**config.mk**
```make
export PLATFORM = sky130hd
export DESIGN_NAME = ddr_write_burst_flat
export DESIGN_NICKNAME = d
export VERILOG_FILES = /design/src/rtl/ddr_write_burst_if.sv /design/src/rtl/ddr_write_burst.sv /design/src/flat_wrapper.sv
export SDC_FILE = /design/constraint.sdc
export NUM_CORES = 2
export LEC_CHECK = 0
export CAP_MARGIN = 20
export CORE_ASPECT_RATIO = 0.5
export CORE_MARGIN = 4
export CORE_UTILIZATION = 35
export DETAILED_ROUTE_END_ITERATION = 6
export GPL_ROUTABILITY_DRIVEN = 1
export GPL_TIMING_DRIVEN = 1
export SLEW_MARGIN = 5
export SYNTH_ARGS = -nofsm -noshare
export SYNTH_HDL_FRONTEND = slang
export SYNTH_SLANG_ARGS = --single-unit
```
**constraint.sdc**
```tcl
create_clock -name clk -period 2.65 [get_ports clk]
set_clock_uncertainty 0.15 [all_clocks]
set_input_delay 0.3975 -clock clk [delete_from_list [all_inputs] [get_ports clk]]
set_output_delay 0.3975 -clock clk [all_outputs]
set_load 0.005 [all_outputs]
```
**src/rtl/ddr_write_burst_if.sv**
```systemverilog
// rtl/ddr_write_burst_if.sv - DDR2 controller address/write-data FIFO bus
interface ddr_write_burst_if;
    logic         app_af_afull;
    logic         app_wdf_afull;
    logic         app_af_wren;
    logic [2:0]   app_af_cmd;
    logic [30:0]  app_af_addr;
    logic         app_wdf_wren;
    logic [127:0] app_wdf_data;
    logic [15:0]  app_wdf_mask_data;

    modport master (
        input  app_af_afull,
        input  app_wdf_afull,
        output app_af_wren,
        output app_af_cmd,
        output app_af_addr,
        output app_wdf_wren,
        output app_wdf_data,
        output app_wdf_mask_data
    );

    modport slave (
        output app_af_afull,
        output app_wdf_afull,
        input  app_af_wren,
        input  app_af_cmd,
        input  app_af_addr,
        input  app_wdf_wren,
        input  app_wdf_data,
        input  app_wdf_mask_data
    );
endinterface

```
**src/rtl/ddr_write_burst.sv**
```systemverilog
// rtl/ddr_write_burst.sv - serialises a 768-bit write into three BL4 DDR2 writes
// Optional ignored-command counter: define WRITE_BURST_DROP_CNT_EN.
module ddr_write_burst #(
    parameter int ADDR_STEP = 4,
    parameter int NUM_CMDS  = 3
) (
    input  logic                      clk,
    input  logic                      reset,
    input  logic                      phy_init_done,
    input  logic                      write_in,
    input  logic [31:0]               w_address_in,
    input  logic [NUM_CMDS*256-1:0]   w_data_in,
    output logic                      w_busy,
`ifdef WRITE_BURST_DROP_CNT_EN
    output logic [15:0]               drop_count,
`endif
    ddr_write_burst_if.master         app
);

    localparam int IDX_W = (NUM_CMDS > 1) ? $clog2(NUM_CMDS) : 1;

    typedef enum logic [1:0] {
        IDLE   = 2'd0,
        BEAT_A = 2'd1,
        BEAT_B = 2'd2
    } state_t;

    state_t state, state_nxt;

    logic [30:0]                     addr_q;
    logic [2*NUM_CMDS-1:0][127:0]    data_q;
    logic [IDX_W-1:0]                idx;

    logic         accept;
    logic         beat_a_go;
    logic         beat_b_go;
    logic         last_cmd;
    logic [30:0]  cmd_addr;
    logic [127:0] word_a;
    logic [127:0] word_b;

    logic         af_wren_d;
    logic         wdf_wren_d;
    logic [30:0]  addr_d;
    logic [127:0] data_d;
    logic         busy_d;

    logic unused_addr_msb;
    assign unused_addr_msb = w_address_in[31];

    // Only IDLE accepts, so commands arriving mid-burst (including the last-beat edge) drop out here.
    assign accept    = (state == IDLE) && write_in && phy_init_done;
    assign beat_a_go = (state == BEAT_A) && !app.app_af_afull && !app.app_wdf_afull;
    assign beat_b_go = (state == BEAT_B) && !app.app_wdf_afull;
    assign last_cmd  = (idx == IDX_W'(NUM_CMDS - 1));
    assign cmd_addr  = addr_q + 31'(ADDR_STEP * int'(idx));
    assign word_a    = data_q[{idx, 1'b0}];
    assign word_b    = data_q[{idx, 1'b1}];

    always_ff @(posedge clk or negedge reset) begin
        if (!reset) begin
            state <= IDLE;
        end else begin
            state <= state_nxt;
        end
    end

    always_comb begin
        state_nxt = state;
        case (state)
            IDLE: begin
                if (accept) begin
                    state_nxt = BEAT_A;
                end
            end
            BEAT_A: begin
                if (beat_a_go) begin
                    state_nxt = BEAT_B;
                end
            end
            BEAT_B: begin
                if (beat_b_go) begin
                    state_nxt = last_cmd ? IDLE : BEAT_A;
                end
            end
            default: state_nxt = IDLE;
        endcase
    end

    // Busy tracks the registered state so it lines up with the registered strobes.
    always_comb begin
        af_wren_d  = 1'b0;
        wdf_wren_d = 1'b0;
        addr_d     = app.app_af_addr;
        data_d     = app.app_wdf_data;
        busy_d     = (state != IDLE);
        if (beat_a_go) begin
            af_wren_d  = 1'b1;
            wdf_wren_d = 1'b1;
            addr_d     = cmd_addr;
            data_d     = word_a;
        end else if (beat_b_go) begin
            wdf_wren_d = 1'b1;
            data_d     = word_b;
        end
    end

    always_ff @(posedge clk or negedge reset) begin
        if (!reset) begin
            app.app_af_wren  <= 1'b0;
            app.app_wdf_wren <= 1'b0;
            app.app_af_addr  <= '0;
            app.app_wdf_data <= '0;
            w_busy           <= 1'b0;
        end else begin
            app.app_af_wren  <= af_wren_d;
            app.app_wdf_wren <= wdf_wren_d;
            app.app_af_addr  <= addr_d;
            app.app_wdf_data <= data_d;
            w_busy           <= busy_d;
        end
    end

    assign app.app_af_cmd        = 3'b000;
    assign app.app_wdf_mask_data = 16'h0000;

    always_ff @(posedge clk or negedge reset) begin
        if (!reset) begin
            addr_q <= '0;
            data_q <= '0;
            idx    <= '0;
        end else if (accept) begin
            addr_q <= w_address_in[30:0];
            data_q <= w_data_in;
            idx    <= '0;
        end else if (beat_b_go && !last_cmd) begin
            idx <= idx + 1'b1;
        end
    end

`ifdef WRITE_BURST_DROP_CNT_EN
    always_ff @(posedge clk or negedge reset) begin
        if (!reset) begin
            drop_count <= 16'h0000;
        end else if (write_in && !accept && (drop_count != 16'hFFFF)) begin
            drop_count <= drop_count + 16'h0001;
        end
    end
`endif

endmodule

```
**src/flat_wrapper.sv**
```systemverilog
// flat-port wrapper written by rule: the top's interface ports become plain ports
module ddr_write_burst_flat 
#(
    parameter int ADDR_STEP = 4,
    parameter int NUM_CMDS  = 3
)
  (clk, reset, phy_init_done, write_in, w_address_in, w_data_in, w_busy, app_app_af_afull, app_app_wdf_afull, app_app_af_wren, app_app_af_cmd, app_app_af_addr, app_app_wdf_wren, app_app_wdf_data, app_app_wdf_mask_data);
  ddr_write_burst_if app_i ();
  input  logic clk;
  input  logic reset;
  input  logic phy_init_done;
  input  logic write_in;
  input  logic [31:0] w_address_in;
  input  logic [NUM_CMDS*256-1:0] w_data_in;
  output logic w_busy;
  input wire logic [$bits(app_i.app_af_afull)-1:0] app_app_af_afull;
  input wire logic [$bits(app_i.app_wdf_afull)-1:0] app_app_wdf_afull;
  output wire logic [$bits(app_i.app_af_wren)-1:0] app_app_af_wren;
  output wire logic [$bits(app_i.app_af_cmd)-1:0] app_app_af_cmd;
  output wire logic [$bits(app_i.app_af_addr)-1:0] app_app_af_addr;
  output wire logic [$bits(app_i.app_wdf_wren)-1:0] app_app_wdf_wren;
  output wire logic [$bits(app_i.app_wdf_data)-1:0] app_app_wdf_data;
  output wire logic [$bits(app_i.app_wdf_mask_data)-1:0] app_app_wdf_mask_data;
  assign app_i.app_af_afull = app_app_af_afull;
  assign app_i.app_wdf_afull = app_app_wdf_afull;
  assign app_app_af_wren = app_i.app_af_wren;
  assign app_app_af_cmd = app_i.app_af_cmd;
  assign app_app_af_addr = app_i.app_af_addr;
  assign app_app_wdf_wren = app_i.app_wdf_wren;
  assign app_app_wdf_data = app_i.app_wdf_data;
  assign app_app_wdf_mask_data = app_i.app_wdf_mask_data;
  ddr_write_burst #(.ADDR_STEP(ADDR_STEP), .NUM_CMDS(NUM_CMDS)) u_core (.clk(clk), .reset(reset), .phy_init_done(phy_init_done), .write_in(write_in), .w_address_in(w_address_in), .w_data_in(w_data_in), .w_busy(w_busy), .app(app_i));
endmodule
```
# Word level (Yosys, flattened, before mapping)
# Cells that the tools add are included.
# op_classes
magnitude_cmp	2
n_mux	16
n_eq_ne	6
addsub	2
n_reduce_logical	14
# ops
operator	count
binary-select mux 128 bit (select 2 bit)	2
two-way mux 128 bit	4
adder 31 x 4 -> 31 bit	1
two-way mux 2 bit	5
< comparator 3 x 4 -> 1 bit, second input constant	2
logical AND 1 bit	6
inequality test 2 x 1 -> 1 bit, second input constant	3
case mux 2 bit (3 select lines)	1
nonzero test 2 bit	3
== test 2 bit, second input constant	2
two-way mux 1 bit	4
zero test 1 bit	3
AND reduction 3 bit	1
adder 2 x 1 -> 2 bit, second input constant	1
== test 2 x 1 -> 1 bit, second input constant	1
zero test 2 bit	1
# word_totals
wordCells	54
input_bits	806
out_inout_bits	181
register_bits	965

# Depth between registers and ports, before layout
# depth
ltp_word	5
mapped_depth	11
mapped_depth_nobuf	8

# Least setup slack after synthesis
# OpenSTA, ideal clock, no wires.
# synth_path
kind	register -> register
startpoint	reg u_core.idx[1]
endpoint	reg u_core.app.app_af_addr[28]
arrival_ps	2476
period_less_slack_ps	2709
slack_ps	-59
path_buffers	4
t_required_ps	2417
setup_time_ps	83
stages_incl_launch_ff	12
path_cell_list	dfrtp_1 buf_2 buf_6 buf_6 buf_4 inv_1 fa_1 and4b_1 and3_1 nand4_1 xor2_1 o21ai_0
# synth_between
elab_chain_len	1
# synth_rtl
element	line	text
start, declared	ddr_write_burst.sv:32	logic [IDX_W-1:0] idx;
start signal, assigned	ddr_write_burst.sv:137	idx <= idx + 1'b1;
adder 31 x 4 -> 31 bit	ddr_write_burst.sv:56	assign cmd_addr = addr_q + 31'(ADDR_STEP * int'(idx));
end signal, assigned	ddr_write_burst.sv:118	app.app_af_addr <= addr_d;
end, declared	ddr_write_burst_if.sv:17	output app_af_addr,
# No other way between the ends.
# A chain may end at the register's enable or synchronous reset.

# Worst setup path after layout
# layout_path
startpoint	reg u_core.idx[0]
endpoint	reg u_core.app.app_af_addr[28]
# The elaborated chain is that of the path after synthesis.

==> summary.md <==
| Metric | Value |
|---|---|
| Power share of the clock group | 22.5% |
| Internal power | about 43000 uW |
| Initial antenna violation count | slightly below 90 |
| I/O pin count | between 900 and 1000 |
| Worst EP arrival | approximately 2.8 ns |
| Cell area after placement | about 54000 um2 |
| Synth area leader | dfrtp_1 |
| CTS tree | done |
| R2R Setup Slk | roughly 0.21 ns |
| Type of origin of the critical path | flip-flop |
| Comb pwr share | between 30% and 40% |
| Die area | ~130000 um2 |
| CP max stage cell | fa_1 |
| DR iter-0 viols | 1571 |
| Reg2reg path depth | 8 |
| Least-Margin Pin Slew | approximately 0.80 ns |
| Switching Fraction | 30.8% |
| Gr usage total | a little under a quarter |
| Setup TNS | 0 ns |
| Vias in the first global route | 29688 |
| VDD IR-drop max | approximately 0.47 mV |
| Hold Path Class | in -> async |
| Period utilisation layout | about 92% |
| Ys Warns | 0 |
| Num CTS Buffers | 92 |
| Die Y | ~250 um |
| Final #Nets | approximately 4700 |
| Vias per cell | 5.11 |
| Synth Register Bits | slightly below 1000 |
| Detailed placer's ending HPWL | about 110000 um |
| Final Critical Period | around 2.4 ns |
| WS Path Type | reg -> reg |
| Synthesis-to-finish area growth | 37.5% |
| Pre-CTS setup slack | 0.0366 ns |
| Worst path cell trace | ha_1 -> inv_1 -> fa_1 -> and4b_1 -> and3_4 -> nand4_1 -> xor2_1 -> o21ai_0 |
| Sequential power share | between 40% and 50% |
| Register area share after synthesis | ~58% |
| Most frequent cells in the layout | clkdlybuf4s50_1 (965), dfrtp_1 (964), mux2_2 (799) |
| Worst rel slew slack | a little under half |
| Critical path required time | 3.05 ns |
| Synth top area share | 57.6% |
| # DRC | 0 |
| Total net switching power | between 15000 and 20000 uW |
| Synth cell types | 40 |
| Critical Path Fanout Max | 5 |
| Async S/R FF share, synth | 100% |
| CTS clk-pin slew, worst paths | ~0.070 ns |
| DR pass1 iterations | 5 |
| Syn Inst Count | between 2000 and 3000 |
| Gpl congestion | 0.856 |
| Drt wl/cell | about 27 um |
| Via count | 28532 |
| Commonest non-fill, non-tap cell in the layout | clkdlybuf4s50_1 |
| # resized after CTS | 0 |
| Crit-path max cell delay | between 0.4 and 0.5 ns |
| Leading register cell type out of synthesis | dfrtp_1 |
| RSZ-0062 raised after global routing | false |
| Endpoints failing setup | 0 |
| Die width | 498 um |
| Routed Antenna Nets | 0 |
| Routed WL | roughly 150000 um |
| Final worst slack | 0.213 ns |
| H-tree Lvls | 3 |
| Root Buffer | clkbuf_16 |
| Buffers on Ports | 966 |
| Slew Limit Fails | 0 |
| Mapped Area | between 40000 and 50000 um2 |
| CP endpoint kind | flip-flop |
| Layout cells sized above 1 | about 33% |
| Final instance area | 57700 um2 |
| MaxCap Viol Count | 0 |
| Initial core utilization | between 30 and 40% |
| EDFF count, synth | 0 |
| Status | finished clean |
| Synth Area per Inst | 14.8 um2 |
| Buffer depth of the longest clock path | 3 |
| Largest net degree at the start of global routing | 83 |
| Core area | 118000 um2 |
| Clock sink count | ~970 |
| PwrDens | ~1100 nW/um2 |
| Global-route wire length before repair | roughly 210000 um |
| Rows | a little under 90 |
| Top post-synthesis cells by area | dfrtp_1 (58%), mux2_2 (21%), mux4_2 (6.9%) |
| Fin. Hold Viols | 0 |
| Hold slack | 0.117 ns |
| Leakage | 0.0229 uW |
| Fmax | roughly 410 MHz |
| Clock Latency Late Sink | about 0.7 ns |
| Grt total ovfl | 0 |
cells by family after synthesis:
family	synth area share (%)
xor+xnor	0.584
buf+inv	2.99
flops	57.6
fa+ha+maj	0.137
simple gates	3.30
mux	30.2
compound gates	5.19
other cells	0.00894
path summary, 6_finish.rpt:
path                                         endpoint        startpoint
max reg2reg                u_core.app.app_af_addr[28]     u_core.idx[0]
max                        u_core.app.app_af_addr[28]     u_core.idx[0]
min reg2reg                 u_core.app.app_af_addr[1]  u_core.addr_q[1]
min                                u_core.data_q[425]             reset
max in group asynchronous          u_core.data_q[379]             reset
min in group clk                   u_core.data_q[455]    w_data_in[455]
layer usage:
metal  vias to the layer above  GRT usage, %  wire length, um
li1                      12456             -                -
met1                     15165          28.4            60000
met2                       666          39.8            78600
met3                       239          4.22             6110
met4                         6          11.7             5830
met5                         -             0               23
state kept, by name, summed over array words and instances (netlist names):
register                 count
u_core.data_q              768
u_core.app.app_wdf_data    128
u_core.addr_q               31
u_core.app.app_af_addr      31
u_core.idx                   2
u_core.state                 2
u_core.app.app_af_wren       1
u_core.app.app_wdf_wren      1
u_core.w_busy                1
cell usage after synthesis, drive strengths merged, types with 2 or more instances:
library cell / n
o22ai: 47
o211ai: 128
clkbuf: 43
ha: 3
dfrtp: 965
o21ai: 76
xnor2: 11
mux4: 128
mux2i: 81
nand2b: 49
inv: 6
nor3: 2
nand2: 212
buf: 171
nand3: 10
and3: 12
mux2: 799
nand4: 3
nor2: 10
xor2: 17
a21oi: 47
and4: 6
final cells by class:
type | instances | area (um2)
sequential | 965 | 24200
antenna | 77 | 193
clock buffer | 130 | 2670
inverter | 7 | 45.0
fill | 10343 | 60800
multi-input combinational | 1669 | 16700
timing repair buffer | 1113 | 11500
tap | 1592 | 1990
clock inverter | 36 | 450
metrics by stage:
step,std cells,utilization (%),power (uW)
after floorplan,2855,-,39000
after global placement,5345,45.9,47600
after detailed placement,5345,45.9,48300
after CTS,5512,48.5,62500
after global routing,5582,48.7,65400
final,5589,48.7,61900
power by group through the flow:
stage | clock [uW] | combinational (uW) | sequential (uW)
final | 13900 | 21100 | 26900
after global routing | 14900 | 22900 | 27600
after CTS | 14300 | 21500 | 26800
after detailed placement | 0 | 21300 | 27000
after global placement | 0 | 20900 | 26700
after floorplan | 0 | 14000 | 25000
timing repair:
| action | 4_1_cts | 5_1_grt |
|---|---|---|
| endpoints found under the hold margin | 325 | 0 |
| hold buffers | 1 | 0 |
| buffers inserted | 0 | 0 |
worst max-delay path, delay by kind of cell (launching register included):
family | cells | cell delay [ns]
adders and majority gates | 2 | 0.65
and+or+nand+nor | 3 | 0.76
AOI/OAI and AO/OA | 1 | 0.10
DFF | 1 | 0.36
xor gates and xnor gates | 1 | 0.20
buffers and inverters | 1 | 0.07
Power figures use the tool's default switching activity.
